File: config.mk
export PLATFORM = sky130hd
export DESIGN_NAME = if_id_buffer
export DESIGN_NICKNAME = d
export VERILOG_FILES = /design/src/rtl/if_id_buffer_pkg.sv /design/src/rtl/if_id_entry_reg.sv /design/src/rtl/if_id_buffer.sv
export SDC_FILE = /design/constraint.sdc
export NUM_CORES = 1
export LEC_CHECK = 0
export ABC_CLOCK_PERIOD_IN_PS = 2900
export BUFFER_PORTS_ARGS = -buffer_cell sky130_fd_sc_hd__buf_2
export CAP_MARGIN = 20
export CORE_MARGIN = 10
export CORE_UTILIZATION = 55
export DETAILED_ROUTE_END_ITERATION = 10
export PLACE_DENSITY = 0.81
export SLEW_MARGIN = 5
export SYNTH_ARGS = -nofsm -noshare
export SYNTH_HDL_FRONTEND = slang
export SYNTH_HIERARCHICAL = 1
export SYNTH_SLANG_ARGS = --single-unit
File: constraint.sdc
create_clock -name clk -period 2.9 [get_ports clk]
set_input_delay 0.435 -clock clk [delete_from_list [all_inputs] [get_ports clk]]
set_output_delay 0.435 -clock clk [all_outputs]
set_load 0.01 [all_outputs]
File: src/rtl/if_id_buffer_pkg.sv
// Shared fetch/decode definitions: datapath width, the NOP bubble word and
// the buffer occupancy encoding. Decode imports this package as well.
package if_id_buffer_pkg;

  localparam int XLEN = 32;
  localparam logic [31:0] NOP_INSTR = 32'h0000_0013;

  typedef enum logic [1:0] {
    EMPTY = 2'd0,
    ONE   = 2'd1,
    FULL  = 2'd2
  } buf_state_e;

  // An instruction pc is misaligned when either low bit is set.
  function automatic logic pc_misaligned(input logic [1:0] pc_lsb);
    return (pc_lsb != 2'b00);
  endfunction

endpackage

File: src/rtl/if_id_entry_reg.sv
// One {valid, pc, instr, misalign} storage slot of the fetch/decode buffer.
// Reset wins over clear, and clear wins over load.
module if_id_entry_reg
  import if_id_buffer_pkg::*;
#(
  parameter int W = XLEN,
  parameter logic [W-1:0] RST_INSTR = {W{1'b0}}
) (
  input  logic         clk,
  input  logic         reset,
  input  logic         load,
  input  logic         clear,
  input  logic [W-1:0] d_pc,
  input  logic [W-1:0] d_instr,
  input  logic         d_misalign,
  output logic         q_valid,
  output logic [W-1:0] q_pc,
  output logic [W-1:0] q_instr,
  output logic         q_misalign
);

  logic         valid_r;
  logic [W-1:0] pc_r;
  logic [W-1:0] instr_r;
  logic         misalign_r;

  // Slot storage; clear keeps the pc so decode still sees the last address.
  always_ff @(posedge clk) begin
    if (reset) begin
      valid_r    <= 1'b0;
      pc_r       <= {W{1'b0}};
      instr_r    <= RST_INSTR;
      misalign_r <= 1'b0;
    end else if (clear) begin
      valid_r    <= 1'b0;
      instr_r    <= RST_INSTR;
      misalign_r <= 1'b0;
    end else if (load) begin
      valid_r    <= 1'b1;
      pc_r       <= d_pc;
      instr_r    <= d_instr;
      misalign_r <= d_misalign;
    end
  end

  assign q_valid    = valid_r;
  assign q_pc       = pc_r;
  assign q_instr    = instr_r;
  assign q_misalign = misalign_r;

endmodule

File: src/rtl/if_id_buffer.sv
// Fetch-to-decode pipeline buffer: 2-entry skid buffer with valid/ready on both
// sides, jump flush to a NOP bubble, and a saturating decode-stall counter.
module if_id_buffer
  import if_id_buffer_pkg::*;
#(
  parameter int XLEN = if_id_buffer_pkg::XLEN,
  parameter logic [XLEN-1:0] NOP_INSTR = if_id_buffer_pkg::NOP_INSTR,
  parameter int CNT_W = 32
) (
  input  logic             clk,
  input  logic             reset,
  input  logic             flush,
  input  logic             in_valid,
  input  logic [XLEN-1:0]  in_pc,
  input  logic [XLEN-1:0]  in_instr,
  output logic             in_ready,
  output logic             out_valid,
  output logic [XLEN-1:0]  out_pc,
  output logic [XLEN-1:0]  out_instr,
  output logic             out_misalign,
  input  logic             out_ready,
  output logic [CNT_W-1:0] stall_cycles
);

  localparam logic [CNT_W-1:0] CNT_MAX = {CNT_W{1'b1}};
  localparam logic [CNT_W-1:0] CNT_ONE = {{(CNT_W-1){1'b0}}, 1'b1};

  buf_state_e       state_r;
  buf_state_e       state_nx_s;
  logic             in_ready_r;
  logic [CNT_W-1:0] stall_r;

  logic             in_xfer_s;
  logic             out_xfer_s;
  logic             main_load_s;
  logic             main_clear_s;
  logic             main_from_skid_s;
  logic             skid_load_s;
  logic             skid_clear_s;

  logic [XLEN-1:0]  main_d_pc_s;
  logic [XLEN-1:0]  main_d_instr_s;
  logic             main_d_misalign_s;
  logic             in_misalign_s;

  logic             main_valid_s;
  logic [XLEN-1:0]  main_pc_s;
  logic [XLEN-1:0]  main_instr_s;
  logic             main_misalign_s;
  logic             skid_valid_s;
  logic [XLEN-1:0]  skid_pc_s;
  logic [XLEN-1:0]  skid_instr_s;
  logic             skid_misalign_s;

  assign in_xfer_s     = in_valid & in_ready_r;
  assign out_xfer_s    = main_valid_s & out_ready;
  assign in_misalign_s = pc_misaligned(in_pc[1:0]);

  // Main slot is refilled either from fetch or, when draining, from the skid slot.
  always_comb begin
    main_d_pc_s       = in_pc;
    main_d_instr_s    = in_instr;
    main_d_misalign_s = in_misalign_s;
    if (main_from_skid_s) begin
      main_d_pc_s       = skid_pc_s;
      main_d_instr_s    = skid_instr_s;
      main_d_misalign_s = skid_misalign_s;
    end else begin
      main_d_pc_s       = in_pc;
      main_d_instr_s    = in_instr;
      main_d_misalign_s = in_misalign_s;
    end
  end

  // Occupancy next-state and slot load/clear controls; flush overrides handshakes.
  always_comb begin
    state_nx_s       = state_r;
    main_load_s      = 1'b0;
    main_clear_s     = 1'b0;
    main_from_skid_s = 1'b0;
    skid_load_s      = 1'b0;
    skid_clear_s     = 1'b0;
    if (flush) begin
      state_nx_s   = EMPTY;
      main_clear_s = 1'b1;
      skid_clear_s = 1'b1;
    end else begin
      case (state_r)
        EMPTY: begin
          if (in_xfer_s) begin
            main_load_s = 1'b1;
            state_nx_s  = ONE;
          end else begin
            state_nx_s  = EMPTY;
          end
        end
        ONE: begin
          if (out_xfer_s && in_xfer_s) begin
            main_load_s  = 1'b1;
            state_nx_s   = ONE;
          end else if (out_xfer_s) begin
            main_clear_s = 1'b1;
            state_nx_s   = EMPTY;
          end else if (in_xfer_s) begin
            skid_load_s  = 1'b1;
            state_nx_s   = FULL;
          end else begin
            state_nx_s   = ONE;
          end
        end
        FULL: begin
          // A FULL state with an empty skid slot is inconsistent; drain to EMPTY.
          if (out_xfer_s && skid_valid_s) begin
            main_load_s      = 1'b1;
            main_from_skid_s = 1'b1;
            skid_clear_s     = 1'b1;
            state_nx_s       = ONE;
          end else if (out_xfer_s) begin
            main_clear_s     = 1'b1;
            skid_clear_s     = 1'b1;
            state_nx_s       = EMPTY;
          end else begin
            state_nx_s       = FULL;
          end
        end
        default: begin
          main_clear_s = 1'b1;
          skid_clear_s = 1'b1;
          state_nx_s   = EMPTY;
        end
      endcase
    end
  end

  // Occupancy state and the registered fetch-side ready.
  always_ff @(posedge clk) begin
    if (reset) begin
      state_r    <= EMPTY;
      in_ready_r <= 1'b1;
    end else begin
      state_r    <= state_nx_s;
      in_ready_r <= (state_nx_s != FULL);
    end
  end

  // Saturating count of cycles where decode holds off a valid entry.
  always_ff @(posedge clk) begin
    if (reset) begin
      stall_r <= {CNT_W{1'b0}};
    end else if (main_valid_s && !out_ready && !flush && (stall_r != CNT_MAX)) begin
      stall_r <= stall_r + CNT_ONE;
    end
  end

  if_id_entry_reg #(
    .W         (XLEN),
    .RST_INSTR (NOP_INSTR)
  ) u_main (
    .clk        (clk),
    .reset      (reset),
    .load       (main_load_s),
    .clear      (main_clear_s),
    .d_pc       (main_d_pc_s),
    .d_instr    (main_d_instr_s),
    .d_misalign (main_d_misalign_s),
    .q_valid    (main_valid_s),
    .q_pc       (main_pc_s),
    .q_instr    (main_instr_s),
    .q_misalign (main_misalign_s)
  );

  if_id_entry_reg #(
    .W         (XLEN),
    .RST_INSTR ({XLEN{1'b0}})
  ) u_skid (
    .clk        (clk),
    .reset      (reset),
    .load       (skid_load_s),
    .clear      (skid_clear_s),
    .d_pc       (in_pc),
    .d_instr    (in_instr),
    .d_misalign (in_misalign_s),
    .q_valid    (skid_valid_s),
    .q_pc       (skid_pc_s),
    .q_instr    (skid_instr_s),
    .q_misalign (skid_misalign_s)
  );

  assign in_ready     = in_ready_r;
  assign out_valid    = main_valid_s;
  assign out_pc       = main_pc_s;
  assign out_instr    = main_instr_s;
  assign out_misalign = main_misalign_s;
  assign stall_cycles = stall_r;

endmodule

# Word level (Yosys, flattened, before mapping)
# Cells that the tools add are included.
# classes
n_reduce_logical	14
muxes	30
n_eq_ne	4
n_addsub	1
bitwise_logic	4
# ops
op	n
$mux 32	2
$add 32x1->32 const B	1
$ne 32x32->1 const B	1
$mux 1	18
$mux 2	6
$pmux 1 s3	2
$pmux 2 s3	1
$reduce_or 2->1	3
$logic_and 1x1->1	5
$reduce_and 2->1	2
$and 1x1->1	2
$eq 2x1->1 const B	1
$eq 2x2->1 const B	1
$logic_not 1->1	2
$logic_not 2->1	1
$ne 2x2->1 const B	1
$not 1->1	2
$pmux 1 s2	1
$reduce_bool 2->1	1
# word_totals
input_bits	69
register_bits	167
word_cells	64
output_inout_bits	99

# Logic depth before layout (Yosys ltp)
# Gate-level depths: netlist of run 1.
# logic_depth
ltp_word	7
depth_mapped	10
ltp_nobuf	7

# By module
# Netlist of run 1, hierarchy kept.
# by_module_without_submodules
module	n_inst	area_each_um2	cells_each	seq_area_each_um2
if_id_entry_reg at u_skid	1	2722.6	256	1321.3
if_id_entry_reg at u_main	1	2693.8	257	1321.3
if_id_buffer	1	2651.3	303	700.7

# Worst setup path before layout of run 1
# OpenSTA, ideal clock, no wires.
# synth_path
kind	register to register
start	register stall_r[0], in the netlist stall_cycles[0]
end	register stall_r[26], in the netlist stall_cycles[26]
arrival_ns	2.225
n_path_buf	0
path_slack_ns	0.552
t_required_ns	2.777
period_less_slack_ns	2.348
setup_ns	0.123
path_stages_with_launch	7
cell_sequence	dfxtp_1 > ha_1 > nand4_2 > or4_4 > nor4b_4 > nand3_2 > mux2_1
# synth_between
elab_chain_len	2
word_cells_on_any_way	3
classes_between	1 x add/sub; 1 x eq/ne; 1 x reduce/logical
# synth_lines
element	line	rtl
start, declared	if_id_buffer.sv:31	logic [CNT_W-1:0] stall_r;
start signal, assigned	if_id_buffer.sv:149	stall_r <= {CNT_W{1'b0}};
start signal, assigned	if_id_buffer.sv:151	stall_r <= stall_r + CNT_ONE;
branches (longest 2 deep; another with $add 32x1->32)	--	
# Several ways; the timed one is not identified.
# A chain may end at the register's enable or synchronous reset.

# Worst setup path after layout of run 1
# Ends and elaborated chain as after synthesis.

==> impl_results.md, run 1 <==
- Die height: 141 µm
- First-iteration detailed-routing DRC count: 455
- Post-synth EDFFs: 0
- Tmin final: 2340 ps
- Final wirelength: 20.0 mm
- Complex-gate fraction of the synthesized area: 7.66%
- Synth cell count leaders: dfxtp_1 (167), nor2_1 (91), mux2_2 (68)
- WP data arrival: 2660 ps
- Adder-Cell Fraction of Synth Area: 0.155%
- Core area: 0.0145 mm²
- Chip Width: 141 µm
- Port Buffers: 167
- Crit path launch type: register
- Clock Latency Late Sink: 420 ps
- RR Endpoint: stall_cycles[26]
- GR Util All Layers: 19.5%
- Syn nets: 886
- DRC Markers: 0
- Post-CTS Resized: 0
- Worst Setup End Kind: register
- Clock buffer depth: 2
- Synth async-reset ratio: 0%
- Simple-gate share of the synthesized area: 26.1%
- Area contributors post-synth: dfxtp_1 (41%), mux2_2 (9.5%), nand4bb_1 (8.9%)
- # fillers: 1,176
- Peak VDD IR: 0.363 mV
- Cells after Synth: 816
- Via Count: 6,464
- Relative slew slack: 56.4%
- Most common cell in the netlist: dfxtp_1
- ANT cells: 0
- Worst Setup EP: stall_cycles[26]
- Post-route insts no fill: 1,156
- Aggregate global routing overflow: 0
- FF-to-FF Start: stall_cycles[0]
- CP max FO: 6
- Unrepaired setup endpoints after global routing: false
- Row cnt: 44
- Clock-pin slew on the worst setup and hold paths: 70 ps
- GPL Wtd Cong: 0.881
- Leak: 3.60 nW
- # Post-CTS Setup Buffers: 0
- Htree depth: 4
- Final Hold Fails: 0
- Pin slew with the least headroom to its limit: 653 ps
- Sink Count: 167
- Vias per cell: 5.59
- Avg Inst Size Synth: 9.89 µm²
- Final Setup Violations: 0
- NumNets Final: 1,029
- WL per Instance: 17.3 µm
- Placed insts: 1,124
- Worst reg-to-reg setup slack: 560 ps
- Total CTS buffers: 17
- Largest net degree at the start of global routing: 67
- CTS tree: yes
- Layout overhead on the synthesized area: 17.3%
- Antenna violations before repair: 0
- Post-DP HPWL: 13.4 mm
- Seq/Total Area, Yosys: 41.4%
- Worst r2r path cells: 6
- Crit path launch: stall_cycles[0]
- Sum of negative setup slack: 0 ps
- Vias in the first global route: 6,415
- Period utilization: 80.7%
- Cell taking the most area after synthesis: dfxtp_1
- Skew final: 9.47 ps
- Ys Warns: 6
- Layout cells sized above 1: 31.4%
- Die Area: 0.0199 mm²
- Synth Area in XOR/XNOR: 0.977%
- Io pins: 168
- Hold_ws: 259 ps
- MaxCap Viol Count: 0
- Mux contribution to synthesized area: 17.9%
- Final instance area: 0.00946 mm²
- Antenna Nets Post-Route: 0
- Netlist cell types: 51
- Post-synth top flop: dfxtp_1
- Drt first pass iters: 5
- Hold Crit Class: primary input to register
- Netlist Area Pre-Place: 0.00807 mm²
- Required time of the worst setup path: 3220 ps
- Max Freq: 427 MHz
- Fin. max-slew vios: 0
- Post-DP Area: 0.00890 mm²
- Critical path class: register to register
- Area of the multi-input gates: 0.00428 mm²
- Wire length of the first global-routing pass: 32.7 mm
- Largest family of logic cells by synthesized area: simple AND/OR/NAND/NOR gates
- Flip-flop and latch area: 0.00334 mm²
- Root buffer cell: clkbuf_16
- Synth Register Bits: 167
- Initial core utilization: 55.7%
- P per Cell Area: 518 mW/mm²
- Yosys top cell area share: 41.4%
- Status: finished, final reports clean
- Post-CTS Hold Buffers: 0
==> power by group <==
part / leakage [nW] / internal (W) / total [W] / switching (W)
clock network: 0.268 / 0.00126 / 0.00217 / 0.000913
logic: 1.98 / 0.000184 / 0.000381 / 0.000197
registers: 1.35 / 0.00233 / 0.00235 / 0.0000182
==> registers in the layout (all words and copies together) (netlist names) <==
signal / count
stall_cycles: 32
u_skid/q_valid: 1
u_main/q_pc: 32
u_main/q_valid: 1
state_r: 2
u_skid/q_instr: 32
u_skid/q_misalign: 1
u_main/q_misalign: 1
u_main/q_instr: 32
in_ready: 1
u_skid/q_pc: 32
==> cell usage in the layout, fill, tap and decap left out, types with 3 or more instances in the layout <==
cell	instances
dfxtp_1	167
o31ai_1	8
nor2b_1	3
nor4_1	4
nand4_1	6
nand3_1	14
buf_4	20
nor3_1	5
mux2i_1	67
inv_1	5
nand4_2	3
a21oi_1	23
or4_1	8
xnor2_1	9
clkbuf_16	17
clkinvlp_4	4
nor4_2	3
mux2_2	68
nand2b_1	66
o21ai_1	62
or3_1	6
or2_2	3
nand4bb_1	64
o21ai_0	11
buf_2	166
nand2_1	23
clkinv_2	5
a21o_1	3
nor2_1	90
a211oi_1	3
==> critical path: stages (launching register included) <==
cell	delay [ps]
dfxtp_1	420
ha_1	240
nand4_2	120
or4_4	560
nor4b_4	470
nand3_2	120
mux2_1	310
==> logic make-up (layout without fill, tap and decap cells) <==
| kind of cell | Yosys count | in the layout |
|---|---|---|
| AND/OR/NAND/NOR | 320 | 320 |
| multiplexers | 136 | 136 |
| AO/OA/AOI/OAI | 114 | 114 |
| adder cells (fa/ha/maj) | 1 | 1 |
| XOR/XNOR | 9 | 9 |
| flip-flops | 167 | 167 |
| buffers and inverters | 69 | 225 |
==> worst min-delay path by stage <==
| stage | startpoint | end | cells past startpoint |
|---|---|---|---|
| after CTS | in_instr[27] | u_skid/q_instr[27] | 3 |
| after global routing | in_instr[19] | u_skid/q_instr[19] | 3 |
| after floorplan | u_skid/q_pc[0] | u_skid/q_pc[0] | 2 |
| final | in_instr[27] | u_skid/q_instr[27] | 3 |
| after global placement | u_skid/q_pc[12] | u_skid/q_pc[12] | 2 |
| after detailed placement | u_skid/q_pc[3] | u_skid/q_pc[3] | 2 |
==> final cells by class <==
| cell class | instances | area share [%] |
|---|---|---|
| sequential | 167 | 35.3 |
| clock buffer | 19 | 4.58 |
| inverter | 5 | 0.198 |
| tap | 184 | 2.43 |
| timing repair buffer | 188 | 10.8 |
| clock inverter | 13 | 1.40 |
| multi-input combinational | 580 | 45.3 |
==> layer usage <==
layer	track usage, %	vias up	share of wire [%]
li1	-	3192	-
met1	24.4	3076	44
met2	32.0	180	49
met3	5.78	16	6.0
met4	4.84	0	0.94
met5	0	-	0
==> through the flow <==
step / total power (W) / utilization (%) / setup slack (ps)
after global routing: 0.00506 / 65.3 / 442
final: 0.00490 / 65.3 / 560
after CTS: 0.00494 / 65.3 / 549
after detailed placement: 0.00278 / 61.4 / 444
after floorplan: 0.00266 / - / 552
after global placement: 0.00277 / 61.4 / 477
No activity file was read; power rests on OpenSTA's default activity.
==> run 2: changes to the inputs <==
- ABC_AREA: default -> 1
- ABC_CLOCK_PERIOD_IN_PS: 2900 -> 2200
- clock period: 2.9 -> 2.2 ns (I/O delays scaled with it)
==> impl_results.md, run 2 <==
- Status: finished, final reports clean
- Setup WS pre-CTS: 255 ps
- Ys Warns: 6
- Chip Width: 142 µm
- Cell taking the most area after synthesis: dfxtp_1
- Layout cells sized above 1: 24.5%
- Met3 Use GR: 5.87%
- Switching share of power: 23.3%
- Cells after Synth: 1,163
- First-iteration detailed-routing DRC count: 576
- Die height: 142 µm
- DRC Markers: 0
- Total net switching power: 0.00157 W
- WL per Instance: 14.4 µm
- Fin. max-slew vios: 0
- Critical path class: register to register
- Mux contribution to synthesized area: 8.55%
- Area contributors post-synth: dfxtp_1 (41%), nand2_1 (16%), nor2_1 (9.4%)
- Htree depth: 4
- Initial core utilization: 56.2%
- Placed insts: 1,480
- Seq pwr share: 46.3%
- Wire length of the first global-routing pass: 35.6 mm
- Hold_sp: flush
- Final wirelength: 21.7 mm
- Avg Inst Size Synth: 7.02 µm²
- Max Freq: 512 MHz
- Hold Path Stages: 2
- P_int: 0.00515 W
- Gate power share: 8.3%
- Final Setup Violations: 0
- Clk pwr share: 45.3%
- MaxCap Viol Count: 0
- Sum of negative setup slack: 0 ps
- Worst r2r path cells: 10
- Drt first pass iters: 6
- FF-to-FF Start: stall_cycles[0]
- Grt met1 use: 25.6%
- RR Endpoint: stall_cycles[12]
- Relative slew slack: 59.9%
- Leak: 4.36 nW
- GPL Wtd Cong: 0.930
- Row cnt: 44
- Post-synth EDFFs: 0
- WP data arrival: 2250 ps
- P per Cell Area: 685 mW/mm²
- Largest net degree at the start of global routing: 69
- Post-synth top flop: dfxtp_1
- Clock buffer depth: 2
- Layout overhead on the synthesized area: 20.0%
- Post-CTS Hold Buffers: 0
- Unrepaired setup endpoints after global routing: false
- Synth Area in XOR/XNOR: 1.61%
- Worst Setup End Kind: register
- CP max FO: 23
- Most common cell after layout, fill and taps aside: nand2_1
- Period utilization: 88.8%
- Gr busiest metal: met2
- GR Util All Layers: 21.2%
- Syn nets: 1,233
- Die Area: 0.0201 mm²
- Synth cell count leaders: nand2_1 (340), nor2_1 (205), dfxtp_1 (167)
- Clock Latency Late Sink: 420 ps
- Peak VDD IR: 0.492 mV
- Adder-Cell Fraction of Synth Area: 0.153%
- Antenna Nets Post-Route: 0
- Simple-gate share of the synthesized area: 33.1%
- Via Count: 7,756
- Seq/Total Area, Yosys: 40.9%
- Required time of the worst setup path: 2500 ps
- Vias per cell: 5.13
- Netlist cell types: 32
- Most common cell in the netlist: nand2_1
- Post-CTS Resized: 0
- Worst reg-to-reg setup slack: 250 ps
- Vias in the first global route: 7,299
- Clock-pin slew on the worst setup and hold paths: 60 ps
- CTS tree: yes
- Core area: 0.0145 mm²
- Hold EP: state_r[0]
- Port Buffers: 167
- Root buffer cell: clkbuf_16
- NumNets Final: 1,385
- Hold Crit Class: primary input to register
- Post-route insts no fill: 1,512
- Netlist Area Pre-Place: 0.00817 mm²
- Most frequent cells in the layout: nand2_1 (340), nor2_1 (204), dfxtp_1 (167), buf_2 (167), inv_1 (96)
- Synth async-reset ratio: 0%
- Skew final: 8.29 ps
- ANT cells: 0
- Met2 usage: 35.6%
- # Post-CTS Setup Buffers: 0
- Total CTS buffers: 17
- Sink Count: 167
- Antenna violations before repair: 0
- Final Hold Fails: 0
- Io pins: 168
- Largest family of logic cells by synthesized area: simple AND/OR/NAND/NOR gates
- Synth Register Bits: 167
- Pin slew with the least headroom to its limit: 600 ps
- Yosys top cell area share: 40.9%
- Tmin final: 1950 ps
- Post-DP HPWL: 14.9 mm
- Aggregate global routing overflow: 0
- Complex-gate fraction of the synthesized area: 6.65%
- Final worst-path setup slack: 247 ps
- Crit path launch type: register
run 2: cell count changes after synthesis, sizes merged, moves of 8 or more:
| cell | before | now |
|---|---|---|
| buf | 27 | 48 |
| o31ai | 8 | 0 |
| nand2 | 23 | 345 |
| nor2 | 92 | 214 |
| xor2 | 0 | 8 |
| nand3 | 15 | 89 |
| clkbuf | 37 | 11 |
| nand2b | 66 | 0 |
| o21ai | 73 | 1 |
| a21oi | 23 | 88 |
| inv | 5 | 105 |
| nand4bb | 64 | 0 |
| mux2i | 67 | 0 |
| or4 | 9 | 0 |
run 2: metrics by stage:
stage	cell area, µm²	total power (W)	hold WS, ps	utilization, %
floorplan	8170	0.00352	399	-
global placement	9190	0.00373	435	63.3
detailed placement	9190	0.00374	445	63.3
CTS	9800	0.00677	142	67.4
global route	9800	0.00698	150	67.4
finish	9800	0.00671	159	67.4
run 2: kinds of logic after synthesis:
family,count (synthesis)
AOI/OAI and AO/OA,92
muxes,62
buffers and inverters,165
adders and majority gates,1
DFF,167
and+or+nand+nor,661
xor gates and xnor gates,15
run 2: worst max-delay path, cell delays in order, from the launching register on:
cell and delay (ps):
dfxtp_1 410, ha_1 260, inv_1 90, nor2_4 170
nand2_4 100, nor2_8 150, nand2_4 110, nand2_4 130
inv_2 200, nand2_1 150, a21oi_2 50
run 2: power by group through the flow:
stage	Sequential, W	Clock (W)	Combinational, W
floorplan	0.00320	0	0.000320
global placement	0.00318	0	0.000550
detailed placement	0.00318	0	0.000557
CTS	0.00311	0.00310	0.000563
global route	0.00312	0.00324	0.000624
finish	0.00311	0.00304	0.000558
run 2: metal layers:
metal	vias up	share of wire (%)
li1	3939	-
met1	3529	42
met2	259	49
met3	29	7.6
met4	0	1.6
met5	-	0
run 2: final cells by class:
cell class | instances | area [µm²]
fillers | 1250 | 4730
multi-input cells | 831 | 4110
flip-flops and latches | 167 | 3340
repair buffers | 192 | 1110
clock buffers | 20 | 457
inverters | 106 | 398
well taps | 184 | 230
clock inverters | 12 | 149
run 2: how the worst max path moves through the flow:
stage / startpoint / cells after the start / slack, ps / to
after floorplan: stall_cycles[1] / 11 / 410 / stall_cycles[12]
after global placement: stall_cycles[0] / 10 / 290 / stall_cycles[16]
after detailed placement: stall_cycles[0] / 10 / 250 / stall_cycles[12]
after CTS: stall_cycles[0] / 10 / 240 / stall_cycles[12]
after global routing: stall_cycles[0] / 10 / 110 / stall_cycles[12]
final: stall_cycles[0] / 10 / 250 / stall_cycles[12]
==> run 3: changes to the inputs <==
--- a/config.mk
+++ b/config.mk
@@ -8,3 +8,3 @@
 export ABC_AREA = 1
-export ABC_CLOCK_PERIOD_IN_PS = 2200
+export ABC_CLOCK_PERIOD_IN_PS = 2050
 export BUFFER_PORTS_ARGS = -buffer_cell sky130_fd_sc_hd__buf_2
==> constraint.sdc (replaced) <==
create_clock -name clk -period 2.05 [get_ports clk]
set_input_delay 0 -clock clk [delete_from_list [all_inputs] [get_ports clk]]
set_output_delay 0 -clock clk [all_outputs]
set_load 0.01 [all_outputs]
==> impl_results.md, run 3 (same netlist as run 2, synthesis figures left out) <==
- Leak: 4.62 nW
- Design Power: 0.00702 W
- WL per Instance: 15.2 µm
- Via Count: 8,215
- Max Freq: 526 MHz
- Total CTS buffers: 17
- Clock Latency Late Sink: 420 ps
- Wire length of the first global-routing pass: 39.3 mm
- DRC Markers: 0
- Peak VDD IR: 0.553 mV
- Total net switching power: 0.00168 W
- P_int: 0.00534 W
- Sink Count: 167
- Fin. max-slew vios: 0
- NumNets Final: 1,455
- Seq pwr share: 47.6%
- P per Cell Area: 672 mW/mm²
- Initial core utilization: 56.2%
- Status: finished, final reports clean
- Die Area: 0.0201 mm²
- Pin slew with the least headroom to its limit: 554 ps
- Htree depth: 4
- Crit path launch type: register
- Chip Width: 142 µm
- Hold Crit Class: primary input to register
- MaxCap Viol Count: 0
- Largest net degree at the start of global routing: 69
- Most common cell after layout, fill and taps aside: nand2_1
- Gate power share: 10.2%
- Required time of the worst setup path: 2410 ps
- Layout cells sized above 1: 23.5%
- Die height: 142 µm
- Most frequent cells in the layout: nand2_1 (340), nor2_1 (203), buf_2 (167)
- Vias per cell: 5.19
- Clock-pin slew on the worst setup and hold paths: 60 ps
- Antenna violations before repair: 0
- Clk pwr share: 42.2%
- Relative slew slack: 63.0%
- Worst Setup End Kind: register
- Layout overhead on the synthesized area: 27.9%
- Core area: 0.0145 mm²
- Period utilization: 92.7%
- Tmin final: 1900 ps
- Clock buffer depth: 2
- Final Setup Violations: 0
- Io pins: 168
- Final wirelength: 24.0 mm
- Aggregate global routing overflow: 0
- Row cnt: 44
- Root buffer cell: clkbuf_16
- CTS tree: yes
- Port Buffers: 167
- Switching share of power: 23.9%
- GR Util All Layers: 23.5%
- Antenna Nets Post-Route: 0
- Drt first pass iters: 7
- Post-DP HPWL: 15.1 mm
- Final Hold Fails: 0
- Sum of negative setup slack: 0 ps
- Skew final: 11.6 ps
- GPL Wtd Cong: 0.916
- ANT cells: 0
- Vias in the first global route: 8,190
- WP data arrival: 2260 ps
- Critical path class: register to register
- First-iteration detailed-routing DRC count: 616
- CP max FO: 16
- Unrepaired setup endpoints after global routing: false
- Hold_ws: 53.5 ps
[run 3: cell count changes in the layout (fill, tap and decap cells not counted), sizes merged]
cell         change
buf              +3
bufinv           -3
clkbuf           +6
clkinv           -3
dlygate4sd3     +67
[run 3: layout make-up]
cell class / count / area (µm²)
sequential: 167 / 3340
inverter: 106 / 403
clock inverter: 6 / 40.0
multi-input combinational: 831 / 4120
timing repair buffer: 262 / 1800
fill: 1103 / 4090
clock buffer: 26 / 509
tap: 184 / 230
[run 3: worst max-delay path, cell delays in order, from the launching register on]
cell     delay, ps
dfxtp_1        400
ha_2           250
inv_1           90
nor2_4         180
nand2_4         90
nor2_8         150
nand2_4        110
nand2_4         90
buf_4          220
nand2_1        110
a21oi_2        140
[run 3: metal layers]
layer	up-vias	part of all wire, %	wire length, µm	GRT usage, %
li1	4068	-	-	-
met1	3752	40	9640	26.5
met2	342	50	12100	40.4
met3	53	7.4	1780	6.44
met4	0	2.3	563	10.2
met5	-	0	0	0
[run 3: what timing repair did]
action / CTS / global route
endpoints found under the setup margin: 0 / 60
hold endpoints to repair: 81 / 0
hold buffers: 67 / 0
setup buffers: 0 / 1
gates resized for setup: 0 / 7
[run 3: through the flow]
| stage | setup WS, ps | util [%] | cell area, µm² | std cells |
|---|---|---|---|---|
| global placement | 202 | 63.4 | 9210 | 1482 |
| floorplan | 260 | - | 8170 | 1163 |
| global route | 3.96 | 71.9 | 10400 | 1582 |
| CTS | 115 | 71.8 | 10400 | 1581 |
| finish | 149 | 71.9 | 10400 | 1582 |
| detailed placement | 147 | 63.4 | 9210 | 1482 |
[run 3: path summary, 6_finish.rpt]
check / from / to / slack (ps) / depth (start not counted)
hold / removal: out_ready / stall_cycles[26] / 50 / 6
setup / recovery: stall_cycles[1] / stall_cycles[5] / 150 / 10
hold reg to reg: u_main/q_instr[19] / u_main/q_instr[19] / 460 / 2
setup reg to reg: stall_cycles[1] / stall_cycles[5] / 150 / 10
[run 3: power groups by stage]
stage / registers (W) / clock network [W] / logic, W
after detailed placement: 0.00341 / 0 / 0.000598
after global placement: 0.00341 / 0 / 0.000591
after CTS: 0.00334 / 0.00299 / 0.000702
after floorplan: 0.00343 / 0 / 0.000343
final: 0.00334 / 0.00296 / 0.000718
after global routing: 0.00334 / 0.00313 / 0.000791
